[config.mk]
export PLATFORM = sky130hd
export DESIGN_NAME = ddr_bridge_burst_master
export DESIGN_NICKNAME = d
export VERILOG_FILES = /design/src/rtl/ddr_bridge_burst_master.sv
export SDC_FILE = /design/constraint.sdc
export NUM_CORES = 1
export LEC_CHECK = 0
export ABC_AREA = 0
export BUFFER_PORTS_ARGS = -buffer_cell sky130_fd_sc_hd__clkbuf_2
export CELL_PAD_IN_SITES_DETAIL_PLACEMENT = 1
export CELL_PAD_IN_SITES_GLOBAL_PLACEMENT = 2
export CORE_ASPECT_RATIO = 1.5
export CORE_UTILIZATION = 31
export CTS_CLUSTER_SIZE = 14
export DETAILED_ROUTE_END_ITERATION = 12
export GPL_TIMING_DRIVEN = 0
export MAX_ROUTING_LAYER = met4
export PLACE_DENSITY = 0.9
export SLEW_MARGIN = 5
export SYNTH_ARGS = -nofsm -noshare
export SYNTH_HDL_FRONTEND = slang
export SYNTH_SLANG_ARGS = --single-unit
export TNS_END_PERCENT = 5
[constraint.sdc]
create_clock -name slave_clk -period 5.1 [get_ports slave_clk]
set_clock_uncertainty 0.1 [all_clocks]
set_input_delay 0.765 -clock slave_clk [delete_from_list [all_inputs] [get_ports slave_clk]]
set_output_delay 0.765 -clock slave_clk [all_outputs]
set_load 0.01 [all_outputs]
[src/rtl/ddr_bridge_burst_master.sv]
// ddr_bridge_burst_master
//   Avalon-MM pipelined master driving the s1 (slave) port of the DDR
//   clock-crossing bridge, running entirely on slave_clk. A command either
//   issues a run of pipelined reads or writes an incrementing fill pattern.
//   Returned read data leaves as a valid-only stream with one cycle of latency.
//   A pending-read counter keeps the number of outstanding reads at or below
//   MAX_PENDING so the bridge's downstream FIFO is never over-committed.
//
// Ports
//   slave_clk, slave_reset_n        clock, asynchronous active-low reset
//   cmd_valid/cmd_ready             command handshake (ready only in IDLE)
//   cmd_write/address/length/fill   command payload
//   av_*                            Avalon-MM master towards the bridge
//   rd_data/rd_eop/rd_valid         registered read-return stream
//   busy, done                      status: not-IDLE, completion pulse
//   stray_rdv                       sticky: readdatavalid with nothing pending
module ddr_bridge_burst_master #(
  parameter int ADDR_W      = 24,
  parameter int DATA_W      = 32,
  parameter int LEN_W       = 16,
  parameter int MAX_PENDING = 8
) (
  input  logic              slave_clk,
  input  logic              slave_reset_n,
  input  logic              cmd_valid,
  output logic              cmd_ready,
  input  logic              cmd_write,
  input  logic [ADDR_W-1:0] cmd_address,
  input  logic [LEN_W-1:0]  cmd_length,
  input  logic [DATA_W-1:0] cmd_fill_data,
  output logic [ADDR_W-1:0] av_address,
  output logic [ADDR_W-1:0] av_nativeaddress,
  output logic [3:0]        av_byteenable,
  output logic              av_read,
  output logic              av_write,
  output logic [DATA_W-1:0] av_writedata,
  input  logic              av_waitrequest,
  input  logic [DATA_W-1:0] av_readdata,
  input  logic              av_readdatavalid,
  input  logic              av_endofpacket,
  output logic [DATA_W-1:0] rd_data,
  output logic              rd_eop,
  output logic              rd_valid,
  output logic              busy,
  output logic              done,
  output logic              stray_rdv
);

  localparam int PEND_W = $clog2(MAX_PENDING + 1);
  localparam logic [PEND_W-1:0] PEND_MAX = PEND_W'(MAX_PENDING);

  typedef enum logic [1:0] {IDLE, READ, WRITE, DRAIN} state_t;

  state_t              state_q;
  logic [LEN_W-1:0]    remaining_q;
  logic [PEND_W-1:0]   pend_q;
  logic [PEND_W-1:0]   pend_d;
  // av_address_q / av_writedata_q double as the address and fill-data
  // pointers: they always hold the word currently (or next) presented.
  logic [ADDR_W-1:0]   av_address_q;
  logic [DATA_W-1:0]   av_writedata_q;
  logic                av_read_q;
  logic                av_write_q;
  logic                rd_valid_q;
  logic [DATA_W-1:0]   rd_data_q;
  logic                rd_eop_q;
  logic                done_q;
  logic                stray_q;

  logic                xfer_rd;
  logic                xfer_wr;
  logic                ret_ok;
  logic                last_word;
  logic                rd_room;

  always_comb begin
    xfer_rd   = av_read_q & ~av_waitrequest;
    xfer_wr   = av_write_q & ~av_waitrequest;
    // A return with nothing pending is flagged as stray and never decrements.
    ret_ok    = av_readdatavalid & (pend_q != '0);
    last_word = (remaining_q == LEN_W'(1));
    pend_d    = pend_q;
    if (xfer_rd && !ret_ok) begin
      pend_d = pend_q + PEND_W'(1);
    end else if (!xfer_rd && ret_ok) begin
      pend_d = pend_q - PEND_W'(1);
    end
    // Presenting a read next cycle is allowed only if it still fits once
    // this cycle's completions and returns have been accounted for.
    rd_room   = (pend_d < PEND_MAX);
  end

  always_ff @(posedge slave_clk or negedge slave_reset_n) begin
    if (!slave_reset_n) begin
      state_q        <= IDLE;
      remaining_q    <= '0;
      pend_q         <= '0;
      av_address_q   <= '0;
      av_writedata_q <= '0;
      av_read_q      <= 1'b0;
      av_write_q     <= 1'b0;
      rd_valid_q     <= 1'b0;
      rd_data_q      <= '0;
      rd_eop_q       <= 1'b0;
      done_q         <= 1'b0;
      stray_q        <= 1'b0;
    end else begin
      done_q     <= 1'b0;
      pend_q     <= pend_d;
      rd_valid_q <= av_readdatavalid;
      rd_data_q  <= av_readdata;
      rd_eop_q   <= av_endofpacket;
      if (av_readdatavalid && (pend_q == '0)) begin
        stray_q <= 1'b1;
      end

      case (state_q)
        IDLE: begin
          if (cmd_valid) begin
            remaining_q    <= cmd_length;
            av_address_q   <= cmd_address;
            av_writedata_q <= cmd_fill_data;
            if (cmd_length == '0) begin
              done_q <= 1'b1;
            end else if (cmd_write) begin
              state_q    <= WRITE;
              av_write_q <= 1'b1;
            end else begin
              state_q   <= READ;
              av_read_q <= rd_room;
            end
          end
        end

        WRITE: begin
          if (xfer_wr) begin
            av_address_q   <= av_address_q + ADDR_W'(1);
            av_writedata_q <= av_writedata_q + DATA_W'(1);
            remaining_q    <= remaining_q - LEN_W'(1);
            if (last_word) begin
              av_write_q <= 1'b0;
              done_q     <= 1'b1;
              state_q    <= IDLE;
            end
          end
        end

        READ: begin
          if (xfer_rd) begin
            av_address_q <= av_address_q + ADDR_W'(1);
            remaining_q  <= remaining_q - LEN_W'(1);
            if (last_word) begin
              av_read_q <= 1'b0;
              state_q   <= DRAIN;
            end else begin
              av_read_q <= rd_room;
            end
          end else if (!av_read_q) begin
            av_read_q <= rd_room;
          end
        end

        DRAIN: begin
          if ((pend_q == '0) && !av_readdatavalid) begin
            done_q  <= 1'b1;
            state_q <= IDLE;
          end
        end

        default: state_q <= IDLE;
      endcase
    end
  end

  assign cmd_ready        = (state_q == IDLE);
  assign busy             = (state_q != IDLE);
  assign done             = done_q;
  assign stray_rdv        = stray_q;
  assign av_address       = av_address_q;
  assign av_nativeaddress = av_address_q;
  assign av_byteenable    = 4'hF;
  assign av_read          = av_read_q;
  assign av_write         = av_write_q;
  assign av_writedata     = av_writedata_q;
  assign rd_valid         = rd_valid_q;
  assign rd_data          = rd_data_q;
  assign rd_eop           = rd_eop_q;

endmodule

==> results of run 1 <==
## area by class of cell
class	count	area [µm²]	share of cell area
Multi-Input combinational cell	483	3060	0.355
Sequential cell	116	2900	0.336
Timing Repair Buffer	231	1190	0.137
Clock buffer	21	470	0.0545
Buffer	66	369	0.0427
Tap cell	264	330	0.0382
Clock inverter	10	225	0.0261
Inverter	24	90.1	0.0104
## cell families after synthesis
| family | synth area share |
|---|---|
| adder cells (fa/ha/maj) | 0.0254 |
| multiplexers | 0.0533 |
| flip-flops | 0.453 |
| XOR/XNOR | 0.00137 |
| other | 0.000585 |
| AO/OA/AOI/OAI | 0.195 |
| buffers and inverters | 0.0716 |
| AND/OR/NAND/NOR | 0.200 |
## metrics by stage
stage          utilization  setup slack [ns]  cells  area, µm²  total power (µW)
2_1_floorplan            -              2.74    689       6420              3740
4_1_cts              0.425              2.03   1215       8640              6360
3_3_place_gp         0.389              1.20   1183       7910              4800
6_report             0.425              2.04   1215       8640              6310
3_5_place_dp         0.391              2.05   1184       7940              4900
5_1_grt              0.425              1.69   1215       8640              6770
## final timing paths
kind / start / end / slack (ns) / cells after the start
max in group asynchronous: slave_reset_n / rd_data[10]$_DFF_PN0_ / 3.99 / 2
max: state_q[0]$_DFFE_PN0P_ / av_writedata[10]$_DFFE_PN0P_ / 2.04 / 8
min in group slave_clk: av_readdata[19] / rd_data[19]$_DFF_PN0_ / 0.35 / 1
max reg2reg: state_q[0]$_DFFE_PN0P_ / av_writedata[10]$_DFFE_PN0P_ / 2.04 / 8
min reg2reg: stray_rdv$_DFFE_PN0P_ / stray_rdv$_DFFE_PN0P_ / 0.37 / 1
min: slave_reset_n / av_address[8]$_DFFE_PN0P_ / 0.22 / 1
## cells in the final DEF, fill, tap and decap left out, types with 4 or more instances in the layout
cell type	instances
clkbuf_2	229
dfrtp_1	116
a21oi_1	63
nand2_1	49
o21ai_0	40
o22ai_1	40
nand3_1	38
mux2i_1	33
nor2_1	30
clkbuf_1	29
nand4_1	28
buf_4	28
inv_1	24
clkbuf_16	17
nor3_1	16
ha_1	13
nor4_1	11
and3_1	10
or3_1	7
buf_2	7
bufinv_16	7
a31oi_1	6
a2bb2oi_1	6
and2_1	5
and4_1	5
o41ai_1	5
a22oi_1	5
a211oi_1	4
o31ai_1	4
nand2b_1	4
a221o_1	4
o221a_2	4
conb_1	4
clkbuf_8	4
## power groups by stage
stage	clock network (µW)	registers, µW	logic (µW)
final	1440	1810	3060
after global routing	1500	1880	3390
after CTS	1460	1800	3100
after detailed placement	0	1810	3080
after global placement	0	1800	3000
after floorplan	0	1800	1940
## worst max-delay path: stages, from the launching register on
cell and delay (ns):
dfrtp_1 0.41, inv_1 0.10, ha_1 0.15, clkbuf_1 0.34, mux2i_1 0.21, a21oi_1 0.71
nand2_1 0.24, clkbuf_1 0.35, o221a_2 0.34
## sequential cells by signal (all words and copies together) (netlist names)
| name | cells |
|---|---|
| av_address | 24 |
| av_read | 1 |
| av_write | 1 |
| av_writedata | 32 |
| done | 1 |
| pend_q | 4 |
| rd_data | 32 |
| rd_eop | 1 |
| rd_valid | 1 |
| remaining_q | 16 |
| state_q | 2 |
| stray_rdv | 1 |
## per-layer routing
| metal | vias to the layer above | wire length, µm |
|---|---|---|
| met5 | - | 0 |
| met4 | 0 | 571 |
| met1 | 3169 | 8680 |
| met3 | 47 | 1200 |
| met2 | 228 | 11900 |
| li1 | 3054 | - |
==> summary.txt, run 1 <==
Clocking
  • CTS Sinks: 116
  • CTS resizes: 0
  • Clk Latency, worst-skew pair: 0.42 ns
  • Longest Clk Path Bufs: 2
  • Total CTS buffers: 17
  • Hold buffers post-CTS: 0
  • H-tree Lvls: 4
  • Post-CTS Setup Bufs: 0
  • Clock tree from TritonCTS: built
  • Reg clk slew, reported paths: 0.06 ns
  • Clock root buffer master: clkbuf_16

Power and ir drop
  • Logic pwr share: 0.485
  • Leak Pwr: 0.00398 µW
  • Max rail drop VDD: 255 µV
  • Flop pwr share: 0.287
  • Internal Power: 3530 µW
  • Net switching power: 2780 µW
  • PwrDens: 730 nW/µm²
  • Sw Share: 0.441
  • Clock share of power: 0.228

Yosys
  • Post-synthesis instance total: 686
  • Most used DFF post-synth: dfrtp_1
  • Synth async-reset ratio: 1.00
  • Synthesized flop and latch total: 116
  • Synth area leader: dfrtp_1
  • Synth top area share: 0.453
  • Synth cell count leaders: dfrtp_1, a21oi_1, nand2_1, o21ai_0, o22ai_1
  • Mapped Area: 6410 µm²
  • Largest cells by area after synthesis: dfrtp_1, mux2i_1, a21oi_1
  • Distinct cell type count after synthesis: 61
  • Syn. warnings: 0
  • Most numerous cell in the Yosys netlist: dfrtp_1
  • Syn avg cell area: 9.35 µm²
  • Post-synthesis sequential area ratio: 0.453
  • Number of synthesized flops with an enable pin: 0

STA
  • RSZ-0062 raised after global routing: no
  • Final worst path period need: 3.06 ns
  • Final hold vios: 0
  • Final Slew Violations: 0
  • Setup violators final: 0
  • Max Freq: 0.327 GHz
  • Sum Neg Setup Slack: 0 ns
  • Period utilization: 0.600
  • Worst-margin pin slew: 0.886 ns
  • Slew margin rel.: 0.407
  • Hold Slack: 0.217 ns

Placed design
  • PortBufs: 230
  • GP Congestion: 0.826
  • Hpwl dp: 17.2 mm

Die
  • DIE AREA: 21300 µm²
  • Row Count: 64
  • I/O pin cnt: 235
  • Starting Density: 0.315
  • Die height: 178 µm
  • Die extent in x: 119 µm
  • Core area: 20300 µm²

Global route
  • First-pass GRT wire length: 34.7 mm
  • Grt met1 use: 0.226
  • GR Util met3: 0.0505
  • Initial antenna violation count: 0
  • Largest net degree at the start of global routing: 62
  • Vias in the first global route: 6662
  • Top Usage Layer GRT: met2
  • Met2 Track Usage GR: 0.387
  • GR Util All Layers: 0.216
  • Total grt overflow: 0

Routing
  • DR pass1 iterations: 4
  • DR vias: 6498
  • DRC: 0
  • Initial DRC Count: 223
  • Total wire length: 22.4 mm
  • DRT antenna net count: 0
  • Vias per cell: 5.35
  • Avg WL per Cell: 18.4 µm

Setup path
  • WP data required: 5.31 ns
  • Critical Path End Type: flip-flop
  • Worst-path maximum fanout: 10
  • Worst Setup Path Type: flip-flop to flip-flop
  • Critical Path Start Type: flip-flop
  • Critical Path AT: 3.27 ns

Cells and area
  • P&R area growth vs syn: 34.7%
  • Fill cells: 2473
  • Layout Nets: 1063
  • Ant diodes: 0
  • Layout cells sized above 1: 0.334

Run
  • Max-Cap Viols: 0

Run status
  • Status: complete, no violations

Hold path
  • Worst min path class: input pin to async pin
(Power assumes the default switching activity.)
==> run 2, diff against run 1 <==
Settings changed: CORE_UTILIZATION 31 to 26, PLACE_DENSITY 0.9 to 0.81.
Clock period 5.1 ns to 2.7 ns, I/O delays scaled along.
==> summary.txt, run 2 (same netlist as run 1, synthesis figures left out) <==
Placed design
  • Hpwl dp: 17.5 mm
  • PortBufs: 230
  • Inst Count DP: 1244
  • GP Congestion: 0.838

Die
  • Die extent in x: 130 µm
  • I/O pin cnt: 235
  • Core area: 24300 µm²
  • Row Count: 70
  • DIE AREA: 25300 µm²
  • Starting Density: 0.264
  • Die height: 194 µm

Setup path
  • Critical Path End Type: flip-flop
  • Critical Path AT: 2.79 ns
  • WP data required: 2.91 ns
  • Worst-path maximum fanout: 6
  • Critical Path Start Type: flip-flop
  • R2R cell count: 9
  • Worst Setup Path Type: flip-flop to flip-flop

Clocking
  • Longest Clk Path Bufs: 2
  • Reg clk slew, reported paths: 0.06 ns
  • Clk Latency, worst-skew pair: 0.42 ns
  • Clock tree from TritonCTS: built
  • CTS Sinks: 116
  • Clock root buffer master: clkbuf_16
  • Total CTS buffers: 17
  • H-tree Lvls: 4

Global route
  • First-pass GRT wire length: 37.4 mm
  • GR Util All Layers: 0.199
  • Largest net degree at the start of global routing: 86
  • Initial antenna violation count: 3
  • Vias in the first global route: 6964
  • Total grt overflow: 0

STA
  • Final hold vios: 0
  • Final worst path period need: 2.58 ns
  • Worst-margin pin slew: 0.828 ns
  • Final Slew Violations: 0
  • Setup violators final: 0
  • Max Freq: 0.387 GHz
  • Period utilization: 0.957
  • Sum Neg Setup Slack: 0 ns
  • Slew margin rel.: 0.443
  • RSZ-0062 raised after global routing: yes

Cells and area
  • Final Instance Count excl. Fillers: 1313
  • Fill cells: 2895
  • Most common cell after layout, fill and taps aside: clkbuf_2
  • Most frequent cells in the layout: clkbuf_2, dfrtp_1, a21oi_1, nand2_1
  • P&R area growth vs syn: 42.1%
  • Layout cells sized above 1: 0.340
  • Layout Nets: 1097

Power and ir drop
  • Net switching power: 5380 µW
  • Clock share of power: 0.216
  • Leak Pwr: 0.00414 µW
  • Max rail drop VDD: 499 µV
  • Internal Power: 6630 µW
  • Sw Share: 0.448
  • PwrDens: 1320 nW/µm²
  • Logic pwr share: 0.499
  • Flop pwr share: 0.286

Routing
  • DR pass1 iterations: 4
  • Vias per cell: 5.02
  • DRT antenna net count: 0
  • DRC: 0
  • Initial DRC Count: 207
  • Avg WL per Cell: 18.0 µm
  • Total wire length: 23.6 mm
  • DR vias: 6592

Run status
  • Status: complete, no violations

Hold path
  • Hold path cells: 1
  • Worst min path class: input pin to flip-flop

Run
  • Max-Cap Viols: 0
run 2: cell count changes in the layout (fill, tap and decap cells not counted), moves of 2 or more:
cell | previous run | this run
ha_1 | 13 | 11
clkbuf_2 | 229 | 237
clkbuf_1 | 29 | 23
diode_2 | 0 | 3
dlygate4sd3_1 | 0 | 34
clkbuf_8 | 4 | 2
ha_2 | 0 | 2
run 2: final cells by class:
type	instances	area (µm²)	area share
inverter	24	90.1	0.00989
clock buffer	22	454	0.0498
buffer	65	379	0.0416
antenna	3	7.51	0.000824
sequential	116	2900	0.319
timing repair buffer	266	1540	0.168
tap	324	405	0.0445
multi-input combinational	483	3140	0.344
clock inverter	10	203	0.0222
run 2: final timing paths:
check / start / to / slack, ns
worst max register to register: pend_q[0]$_DFFE_PN0P_ / av_read$_DFFE_PN0P_ / 0.12
worst min register to register: stray_rdv$_DFFE_PN0P_ / stray_rdv$_DFFE_PN0P_ / 0.38
worst max-delay path: pend_q[0]$_DFFE_PN0P_ / av_read$_DFFE_PN0P_ / 0.12
min in group asynchronous: slave_reset_n / rd_data[31]$_DFF_PN0_ / 0.36
worst min-delay path: av_readdatavalid / rd_valid$_DFF_PN0_ / 0.08
max in group asynchronous: slave_reset_n / rd_data[25]$_DFF_PN0_ / 1.41
run 2: metrics by stage:
step / power [µW] / cell area (µm²) / hold slack [ns] / util / setup WS, ns
CTS: 12100 / 9050 / 0.0626 / 0.373 / -0.0626
finish: 12000 / 9110 / 0.0763 / 0.376 / 0.117
detailed placement: 9350 / 8020 / 0.225 / 0.330 / -0.333
floorplan: 7060 / 6420 / 0.00941 / - / 0.341
global route: 13000 / 9110 / 0.0620 / 0.376 / -0.0745
global placement: 9160 / 7980 / 0.360 / 0.329 / -0.979
run 2: power groups by stage:
| stage | combinational [µW] | sequential (µW) | clock, µW |
|---|---|---|---|
| after floorplan | 3660 | 3400 | 0 |
| after global placement | 5760 | 3400 | 0 |
| after detailed placement | 5910 | 3440 | 0 |
| after CTS | 5990 | 3420 | 2660 |
| after global routing | 6690 | 3560 | 2720 |
| final | 5990 | 3430 | 2590 |
run 2: per-layer routing:
layer | GRT usage | part of all wire | vias up
li1 | - | - | 3131
met1 | 0.201 | 0.38 | 3231
met2 | 0.365 | 0.55 | 203
met3 | 0.0476 | 0.056 | 27
met4 | 0.0659 | 0.020 | 0
met5 | - | 0 | -
run 2: critical path: stages (launching register included):
cell and delay [ns]:
dfrtp_1 0.43, inv_1 0.10, ha_1 0.15, or3b_2 0.51, nand2_1 0.12, ha_2 0.23
nand2b_1 0.18, o41ai_1 0.09, xor2_1 0.17, o41ai_1 0.38
run 2: repair_timing:
| action | 4_1_cts | 5_1_grt |
|---|---|---|
| pin swaps | 1 | 0 |
| buffers inserted | 1 | 0 |
| setup endpoints to repair | 65 | 59 |
| hold buffers | 34 | 0 |
| endpoints found under the hold margin | 64 | 0 |
| resized for setup | 10 | 16 |
==> run 3, diff against run 2 <==
Clock period 2.7 ns to 2.3 ns, I/O delays scaled along.
==> summary.txt, run 3 (same netlist as run 1, synthesis figures left out) <==
Placed design
  • Hpwl dp: 17.5 mm
  • PortBufs: 230
  • GP Congestion: 0.811

Clocking
  • Reg clk slew, reported paths: 0.06 ns
  • Clock root buffer master: clkbuf_16
  • Total CTS buffers: 17
  • Clock tree from TritonCTS: built
  • CTS Sinks: 116
  • H-tree Lvls: 4
  • Clk Latency, worst-skew pair: 0.43 ns
  • Longest Clk Path Bufs: 2

Setup path
  • WP data required: 2.55 ns
  • Crit path max-delay cell type: nor4_2
  • Worst Setup Path Type: flip-flop to flip-flop
  • Critical Path AT: 2.48 ns
  • Delay of the slowest critical-path stage: 0.58 ns
  • Critical Path Start Type: flip-flop
  • Worst-path maximum fanout: 7
  • Crit path cell chain: nor4_2 > nand4b_1 > or3_1 > a21oi_1 > a2bb2oi_1
  • Critical Path End Type: flip-flop

Cells and area
  • Most common cell after layout, fill and taps aside: clkbuf_2
  • Most frequent cells in the layout: clkbuf_2, dfrtp_1, a21oi_1, nand2_1, o22ai_1
  • Layout Nets: 1105
  • Post-layout util: 0.386
  • Ant diodes: 0
  • Register area: 2910 µm²
  • Layout cells sized above 1: 0.386
  • Fill cells: 2870
  • P&R area growth vs syn: 45.9%
  • Area occupied by multi-input gates: 3320 µm²

Routing
  • Vias per cell: 5.04
  • DRT antenna net count: 0
  • Initial DRC Count: 246
  • Avg WL per Cell: 18.1 µm
  • DR pass1 iterations: 5
  • Total wire length: 23.9 mm
  • DRC: 0
  • DR vias: 6643

Die
  • Row Count: 70
  • DIE AREA: 25300 µm²
  • I/O pin cnt: 235
  • Die extent in x: 130 µm
  • Core area: 24300 µm²
  • Die height: 194 µm
  • Starting Density: 0.264

Global route
  • Total grt overflow: 0
  • Vias in the first global route: 7053
  • First-pass GRT wire length: 37.8 mm
  • Largest net degree at the start of global routing: 83
  • Initial antenna violation count: 0
  • GR Util All Layers: 0.202

STA
  • Setup violators final: 0
  • Final worst path period need: 2.23 ns
  • Final hold vios: 0
  • Slew margin rel.: 0.571
  • RSZ-0062 raised after global routing: yes
  • Worst-margin pin slew: 0.637 ns
  • Sum Neg Setup Slack: 0 ns
  • Max Freq: 0.448 GHz
  • Final Slew Violations: 0
  • Period utilization: 0.970

Run
  • Max-Cap Viols: 0

Hold path
  • Worst min path class: input pin to flip-flop

Power and ir drop
  • Leak Pwr: 0.00424 µW
  • Power Total: 14300 µW
  • PwrDens: 1530 nW/µm²
  • Max rail drop VDD: 675 µV

Run status
  • Status: complete, no violations
## run 3: cell types whose count changed in the layout (fill, tap and decap cells not counted), moves of 5 or more
cell      previous run  this run
clkbuf_1            23         8
buf_4               29        39
clkbuf_2           237       243
nor4_1              10         5
## run 3: per-layer routing
| metal | vias up | GRT usage | wire, µm |
|---|---|---|---|
| met1 | 3261 | 0.210 | 9020 |
| met2 | 208 | 0.364 | 13200 |
| met5 | - | - | 0 |
| met3 | 29 | 0.0454 | 1250 |
| met4 | 0 | 0.0741 | 433 |
| li1 | 3145 | - | - |
## run 3: area by class of cell
class	instances	share of cell area
inverters	24	0.00963
repair buffers	275	0.174
multi-input cells	483	0.354
well taps	324	0.0433
flip-flops and latches	116	0.311
clock buffers	21	0.0503
clock inverters	11	0.0135
plain buffers	64	0.0444
## run 3: where the power goes
part | switching, µW | internal [µW] | total, µW
registers | 1180 | 2850 | 4030
logic | 4330 | 3210 | 7540
clock network | 1030 | 1680 | 2710
total | 6540 | 7750 | 14300
## run 3: per-stage QoR
| stage | hold slack, ns | cells | worst slack, ns | area, µm² |
|---|---|---|---|---|
| 2_1_floorplan | -0.0506 | 689 | -0.00231 | 6430 |
| 3_3_place_gp | 0.353 | 1243 | -1.29 | 7990 |
| 6_report | 0.0566 | 1318 | 0.0691 | 9360 |
| 3_5_place_dp | 0.181 | 1244 | -0.599 | 8020 |
| 4_1_cts | 0.0338 | 1312 | -0.0585 | 9150 |
| 5_1_grt | 0.0471 | 1318 | -0.0727 | 9360 |
## run 3: what timing repair did
| action | CTS | global route |
|---|---|---|
| hold buffers | 35 | 0 |
| setup buffers | 2 | 6 |
| gates cloned | 0 | 1 |
| endpoints found under the setup margin | 79 | 75 |
| endpoints found under the hold margin | 68 | 0 |
| pin swaps | 3 | 6 |
| resized for setup | 50 | 38 |
## run 3: path summary, 6_finish.rpt
kind | startpoint | endpoint | slack [ns] | cells past startpoint
worst min-delay path | cmd_fill_data[5] | av_writedata[5]$_DFFE_PN0P_ | 0.06 | 3
min in group asynchronous | slave_reset_n | rd_data[24]$_DFF_PN0_ | 0.30 | 2
worst max register to register | remaining_q[2]$_DFFE_PN0P_ | remaining_q[13]$_DFFE_PN0P_ | 0.07 | 5
worst min register to register | stray_rdv$_DFFE_PN0P_ | stray_rdv$_DFFE_PN0P_ | 0.38 | 1
max in group asynchronous | slave_reset_n | av_writedata[26]$_DFFE_PN0P_ | 1.05 | 3
worst max-delay path | remaining_q[2]$_DFFE_PN0P_ | remaining_q[13]$_DFFE_PN0P_ | 0.07 | 5
## run 3: worst max-delay path, delay by kind of cell (launching register included)
family / cells / cell delay, ns
AO/OA/AOI/OAI: 2 / 0.34
flip-flops: 1 / 0.45
AND/OR/NAND/NOR: 3 / 1.28
